## src/rtl/fwperiph_dma_wb_arb.sv

```systemverilog
// Two-master to one-slave Wishbone arbiter for the DMA engine (m0) and the register master (m1).
// Round-robin grant held for the whole CYC tenure, with a watchdog that ends stalled strobes with ERR.
module fwperiph_dma_wb_arb #(
    parameter int WB_ADDR_WIDTH  = 32,
    parameter int WB_DATA_WIDTH  = 32,
    parameter int TIMEOUT_CYCLES = 256
) (
    input  logic                         clk_i,
    input  logic                         rst_i,

    input  logic [WB_ADDR_WIDTH-1:0]     m0_adr_i,
    input  logic [WB_DATA_WIDTH-1:0]     m0_dat_w_i,
    output logic [WB_DATA_WIDTH-1:0]     m0_dat_r_o,
    input  logic                         m0_cyc_i,
    input  logic                         m0_stb_i,
    input  logic                         m0_we_i,
    input  logic [WB_DATA_WIDTH/8-1:0]   m0_sel_i,
    input  logic [2:0]                   m0_cti_i,
    input  logic [1:0]                   m0_bte_i,
    output logic                         m0_ack_o,
    output logic                         m0_err_o,

    input  logic [WB_ADDR_WIDTH-1:0]     m1_adr_i,
    input  logic [WB_DATA_WIDTH-1:0]     m1_dat_w_i,
    output logic [WB_DATA_WIDTH-1:0]     m1_dat_r_o,
    input  logic                         m1_cyc_i,
    input  logic                         m1_stb_i,
    input  logic                         m1_we_i,
    input  logic [WB_DATA_WIDTH/8-1:0]   m1_sel_i,
    input  logic [2:0]                   m1_cti_i,
    input  logic [1:0]                   m1_bte_i,
    output logic                         m1_ack_o,
    output logic                         m1_err_o,

    output logic [WB_ADDR_WIDTH-1:0]     s_adr_o,
    output logic [WB_DATA_WIDTH-1:0]     s_dat_w_o,
    output logic                         s_we_o,
    output logic [WB_DATA_WIDTH/8-1:0]   s_sel_o,
    output logic [2:0]                   s_cti_o,
    output logic [1:0]                   s_bte_o,
    output logic                         s_cyc_o,
    output logic                         s_stb_o,
    input  logic [WB_DATA_WIDTH-1:0]     s_dat_r_i,
    input  logic                         s_ack_i,
    input  logic                         s_err_i,

    output logic [1:0]                   gnt_o,
    output logic                         timeout_o
);

    typedef enum logic [1:0] {
        IDLE = 2'd0,
        OWN0 = 2'd1,
        OWN1 = 2'd2
    } state_t;

    localparam bit          WD_EN   = (TIMEOUT_CYCLES != 0);
    localparam logic [15:0] WD_LAST = WD_EN ? 16'(TIMEOUT_CYCLES - 1) : 16'd0;

    state_t      state, state_next;
    logic        last_gnt, last_gnt_next;   // 0 = m0 held the bus last, 1 = m1
    logic [15:0] wd_cnt, wd_cnt_next;
    logic        own0, own1, arb_event, stb_raw, wd_fire;

    assign own0  = (state == OWN0);
    assign own1  = (state == OWN1);
    assign gnt_o = {own1, own0};

    // Re-arbitrate only when idle or the owner has released CYC, so tenures are never split.
    always_comb begin
        // NOTE: every always_comb output gets a default first; a missed branch would otherwise infer a latch.
        state_next    = state;
        last_gnt_next = last_gnt;
        arb_event     = (state == IDLE) || (own0 && !m0_cyc_i) || (own1 && !m1_cyc_i);
        if (arb_event) begin
            if (m0_cyc_i && (!m1_cyc_i || last_gnt)) begin
                state_next    = OWN0;
                last_gnt_next = 1'b0;
            end else if (m1_cyc_i) begin
                state_next    = OWN1;
                last_gnt_next = 1'b1;
            end else begin
                state_next    = IDLE;
            end
        end
    end

    always_comb begin
        s_adr_o   = '0;
        s_dat_w_o = '0;
        s_we_o    = 1'b0;
        s_sel_o   = '0;
        s_cti_o   = 3'd0;
        s_bte_o   = 2'd0;
        s_cyc_o   = 1'b0;
        stb_raw   = 1'b0;
        if (own0) begin
            s_adr_o   = m0_adr_i;
            s_dat_w_o = m0_dat_w_i;
            s_we_o    = m0_we_i;
            s_sel_o   = m0_sel_i;
            s_cti_o   = m0_cti_i;
            s_bte_o   = m0_bte_i;
            s_cyc_o   = m0_cyc_i;
            stb_raw   = m0_stb_i;
        end else if (own1) begin
            s_adr_o   = m1_adr_i;
            s_dat_w_o = m1_dat_w_i;
            s_we_o    = m1_we_i;
            s_sel_o   = m1_sel_i;
            s_cti_o   = m1_cti_i;
            s_bte_o   = m1_bte_i;
            s_cyc_o   = m1_cyc_i;
            stb_raw   = m1_stb_i;
        end
    end

    // A slave response in the same cycle wins over the watchdog.
    assign wd_fire   = WD_EN && (wd_cnt == WD_LAST) && s_cyc_o && stb_raw && !s_ack_i && !s_err_i;
    assign s_stb_o   = stb_raw && !wd_fire;
    assign timeout_o = wd_fire;

    assign wd_cnt_next = (!stb_raw || s_ack_i || s_err_i || wd_fire) ? 16'd0 : 16'(wd_cnt + 16'd1);

    assign m0_ack_o   = own0 && s_ack_i;
    assign m1_ack_o   = own1 && s_ack_i;
    assign m0_err_o   = own0 && (s_err_i || wd_fire);
    assign m1_err_o   = own1 && (s_err_i || wd_fire);
    assign m0_dat_r_o = s_dat_r_i;
    assign m1_dat_r_o = s_dat_r_i;

    // NOTE: sequential state uses non-blocking assignments so every register samples pre-edge values.
    always_ff @(posedge clk_i) begin
        if (rst_i) begin
            state    <= IDLE;
            last_gnt <= 1'b1;
            wd_cnt   <= 16'd0;
        end else begin
            state    <= state_next;
            last_gnt <= last_gnt_next;
            wd_cnt   <= wd_cnt_next;
        end
    end

endmodule

```

## config.mk

```make
export PLATFORM = sky130hd
export DESIGN_NAME = fwperiph_dma_wb_arb
export DESIGN_NICKNAME = d
export VERILOG_FILES = /design/src/rtl/fwperiph_dma_wb_arb.sv
export SDC_FILE = /design/constraint.sdc
export NUM_CORES = 1
export LEC_CHECK = 0
export BUFFER_PORTS_ARGS = -buffer_cell sky130_fd_sc_hd__buf_2
export CORE_AREA = 2 2 129 131
export DETAILED_ROUTE_END_ITERATION = 12
export DIE_AREA = 0 0 131 133
export MAX_ROUTING_LAYER = met4
export RECOVER_POWER = 50
export SYNTH_ARGS = -nofsm -noshare
export SYNTH_HDL_FRONTEND = slang
export SYNTH_SLANG_ARGS = --single-unit
```

## constraint.sdc

```tcl
create_clock -name clk_i -period 2.7 [get_ports clk_i]
set_input_delay 0.135 -clock clk_i [delete_from_list [all_inputs] [get_ports clk_i]]
set_output_delay 0.135 -clock clk_i [all_outputs]
set_load 0.03 [all_outputs]
```

Word level (Yosys, flattened, before mapping)
Cells that the tools add are included.
{"block": "word_totals", "register_bits": 19, "in_bits": 188, "wordCells": 56}
{"block": "classes", "n_addsub": 1, "n_eq_ne": 3, "n_mux": 20, "n_reduce_logical": 29}
{"operator": "$mux W32", "n": 4}
{"operator": "$add A16 B1 Y16 const B", "n": 1}
{"operator": "$eq A16 B8 Y1 const B", "n": 1}
{"operator": "$logic_and A1 B1 Y1", "n": 12}
{"operator": "$mux W1", "n": 8}
{"operator": "$mux W2", "n": 4}
{"operator": "$mux W4", "n": 2}
{"operator": "$logic_or A1 B1 Y1", "n": 7}
{"operator": "$logic_not A1 Y1", "n": 6}
{"operator": "$mux W3", "n": 2}
{"operator": "$eq A2 B1 Y1 const B", "n": 1}
{"operator": "$eq A2 B2 Y1 const B", "n": 1}
{"operator": "$logic_not A2 Y1", "n": 1}
{"operator": "$reduce_and A2 Y1", "n": 1}
{"operator": "$reduce_bool A2 Y1", "n": 1}
{"operator": "$reduce_or A2 Y1", "n": 1}

Depth between registers and ports, before layout
{"block": "depth", "ltp_word": 9, "ltp_mapped": 6}

Least setup slack after synthesis
No wires, ideal clock.
{"block": "synth_timing", "path_kind": "flip-flop to output port", "from": "register wd_cnt[0]", "to": "output port timeout_o", "t_arrival_ns": 1.987, "required_ns": 2.565, "setup_slack_ns": 0.578, "stages_incl_launch_ff": 6, "n_path_buf": 0, "path_cell_list": "dfxtp_1 > ha_1 > nand4_4 > or4b_1 > or3_1 > nor2_1"}
{"block": "synth_between", "elab_chain_cells": 5}
{"element": "from (decl)", "line_no": "62", "rtl": "logic [15:0] wd_cnt, wd_cnt_next;"}
{"element": "from (signal assigned)", "line_no": "141", "rtl": "wd_cnt <= wd_cnt_next;"}
{"element": "$eq A16 B8 Y1", "line_no": "119", "rtl": "assign wd_fire = WD_EN && (wd_cnt == WD_LAST) && s_cyc_o && stb_raw && !s_ack_i && !s_err_i;"}
{"element": "$logic_and A1 B1 Y1 (4 in series)", "line_no": "119"}
{"element": "to (decl)", "line_no": "48", "rtl": "output logic timeout_o"}
No other way between the ends.

Worst setup path after layout
Same ends and word-level chain as after synthesis.

==> impl_metrics.py <==
metrics = {
    "power_and_ir_drop": {
        "ir_drop_uv": 234.9,
        "p_leak_nw": 1.674,
        "switching_power_w": 0.0005113,
        "seq_power_share_pct": 23.7,
        "p_per_area_mw_per_mm2": 380.8,
        "p_int_w": 0.0007280,
        "total_power_w": 0.001239,
        "sw_frac_of_total_pct": 41.26,
        "pwr-share-comb_pct": 51.9,
        "p_clk_share_pct": 24.4,
    },
    "cells_and_area": {
        "fillers": 1841,
        "final_common_cell": "buf_2",
        "layout_common_cells": "buf_2, a22o_1, nor2_1, dfxtp_1, xnor2_1",
        "nets": 631,
        "syn_to_final_growth_pct": 46.78,
        "drive_gt1_share_pct": 58.05,
        "stdcell_count": 662,
    },
    "clock_tree": {
        "post_cts_resized": 0,
        "cts.htree.levels": 1,
        "cts_root_buf": "clkbuf_16",
        "post_cts_buffers": 0,
        "cts_buffer_depth": 2,
        "ctsHoldBuffers": 0,
        "cts.sinks": 19,
        "clock_latency_ps": 250,
        "cts_tree": "done",
        "cts_buffers": 3,
        "clkSlewWorstSetupHoldPaths_ps": 50,
    },
    "yosys": {
        "async_flop_share_pct": 0,
        "synth_top_area_cell": "a22o_1",
        "synth-edff-count": 0,
        "synth_fa_ha_area_share_pct": 0.5643,
        "synth_top_family_by_area": "compound AO/OA/AOI/OAI gates",
        "synth_cells": 278,
        "synthMuxAreaShare_pct": 0,
        "synthesis.nets": 467,
        "syn_area_mm2": 0.002217,
        "synth.avg_cell_area_um2": 7.975,
        "ys.flop_type": "dfxtp_1",
        "synth_xor_area_share_pct": 4.740,
        "ys.warnings.count": 0,
        "ys_types": 39,
        "yosys.area_share.simple_pct": 15.46,
        "seq_area_frac_synth_pct": 17.16,
        "synth_area_leaders": "a22o_1, buf_4, dfxtp_1",
        "synth.ff_latch_count": 19,
        "synth-compound-area-share_pct": 34.82,
        "synth_top_area_share_pct": 29.23,
    },
    "drt": {
        "drtIter0Drc": 140,
        "top_layer": "met4",
        "drcViolationCount": 0,
        "drt-met1-wl_um": 4321,
        "ant_nets": 0,
        "wl_per_cell_um": 15.18,
        "route.met3.wl_um": 1000,
        "vias": 2651,
        "dr.pass1.iters": 4,
        "via_per_inst": 4.005,
        "route.met2.wl_um": 4505,
        "routed_wl_um": 10050,
    },
    "setup_path": {
        "endpoint_kind": "output pin",
        "critPathLaunchType": "register",
        "cp_max_fo": 8,
        "arrival_ps": 2210,
        "path_class": "reg2out",
        "cp.required_ps": 2570,
    },
    "timing": {
        "setup_violations": 0,
        "fin_crit_ps": 2343,
        "period_share_pct": 86.77,
        "slew_headroom_pct": 65.61,
        "timing.fmax_ghz": 0.4268,
        "rsz0062_at_grt": "false",
        "whs_ps": 109.6,
        "final_hold_viol_count": 0,
        "tightest_slew_ps": 515.8,
        "fin_skew_ps": 2.992,
        "fin_tns_setup_ps": 0,
        "slew_violations": 0,
    },
    "floorplanning": {
        "dieWidth_um": 131,
        "start_util_pct": 13.71,
        "die_y_um": 133,
        "row_count": 47,
        "ios": 335,
        "coreArea_mm2": 0.01617,
        "dieArea_mm2": 0.01742,
    },
    "place": {
        "dp_hpwl_um": 8544,
        "place_congestion": 0.8130,
        "dp_cells": 657,
        "port_buffers": 238,
    },
    "worst_hold_path": {
        "hp-class": "in2reg",
    },
    "global_route": {
        "grt_pass1_wl_um": 13520,
        "overflow": 0,
        "grt_usage_pct": 10.52,
        "grt_pass1_vias": 2391,
        "grt_max_degree": 58,
        "antenna_found_initial": 1,
    },
    "outcome": {
        "outcome": "completed",
    },
    "flow_run": {
        "max_cap_violations": 0,
    },
}
==> metal layers <==
layer / global-route usage, % / vias to the layer above
met5: - / -
met2: 15.75 / 161
met1: 14.00 / 1163
met4: 2.541 / 0
met3: 2.911 / 34
li1: - / 1293
==> area by class of cell <==
type,instances,area [um^2],share of cell area (%)
antenna,1,2.502,0.07689
sequential,19,380.4,11.69
clock inverter,1,7.507,0.2307
multi-input combinational,168,1246,38.29
timing repair buffer,245,1249,38.37
inverter,5,18.77,0.5767
tap,220,275.3,8.458
clock buffer,3,75.07,2.307
==> logic make-up (layout without fill, tap and decap cells) <==
family / count (synthesis) / count (layout)
adders and majority gates: 1 / 1
xor gates and xnor gates: 12 / 12
and+or+nand+nor: 62 / 62
buffers and inverters: 91 / 254
AOI/OAI and AO/OA: 93 / 93
other: 0 / 1
DFF: 19 / 19
==> cell usage after synthesis, drive strengths merged, types with 5 or more instances <==
cell    number
nand3        5
inv          5
nor3         7
dfxtp       19
nand4        5
clkbuf      13
a22o        74
nor2        19
o21ai        6
buf         73
xnor2       10
nand2        8
a21oi        5
==> critical path, stage by stage, from the launching register on <==
cell	delay (ps)
dfxtp_1	390
ha_1	280
nand4_4	170
or4b_1	510
or3_1	330
nor2_1	90
buf_2	200
==> stage by stage <==
step / util (%) / instance area, um^2 / setup WS [ps]
after global placement: 19.65 / 3178 / 602.2
after global routing: 20.12 / 3254 / 212.6
after CTS: 20.16 / 3261 / 342.7
final: 20.12 / 3254 / 357.1
after floorplan: - / 2217 / 578.4
after detailed placement: 19.65 / 3178 / 618.1
==> path summary, 6_finish.rpt <==
check,from,to,cells after the start,slack (ps)
setup reg to reg,wd_cnt[0]$_SDFF_PP0_,wd_cnt[1]$_SDFF_PP0_,5,740
hold reg to reg,wd_cnt[0]$_SDFF_PP0_,wd_cnt[0]$_SDFF_PP0_,1,470
setup / recovery,wd_cnt[0]$_SDFF_PP0_,timeout_o,6,360
hold / removal,rst_i,state[0]$_SDFFE_PP0P_,2,110
==> power groups by stage <==
stage          sequential (W)  clock (W)  combinational [W]
4_1_cts              0.000293   0.000314           0.000649
3_5_place_dp         0.000299          0           0.000646
2_1_floorplan        0.000294          0           0.000568
6_report             0.000294   0.000303           0.000643
5_1_grt              0.000295   0.000331           0.000685
3_3_place_gp         0.000299          0           0.000645
==> state kept, by name, indices dropped and copies added, names as in the netlist <==
signal,count
wd_cnt,16
state,2
last_gnt,1
No activity file was read; power rests on OpenSTA's default activity.
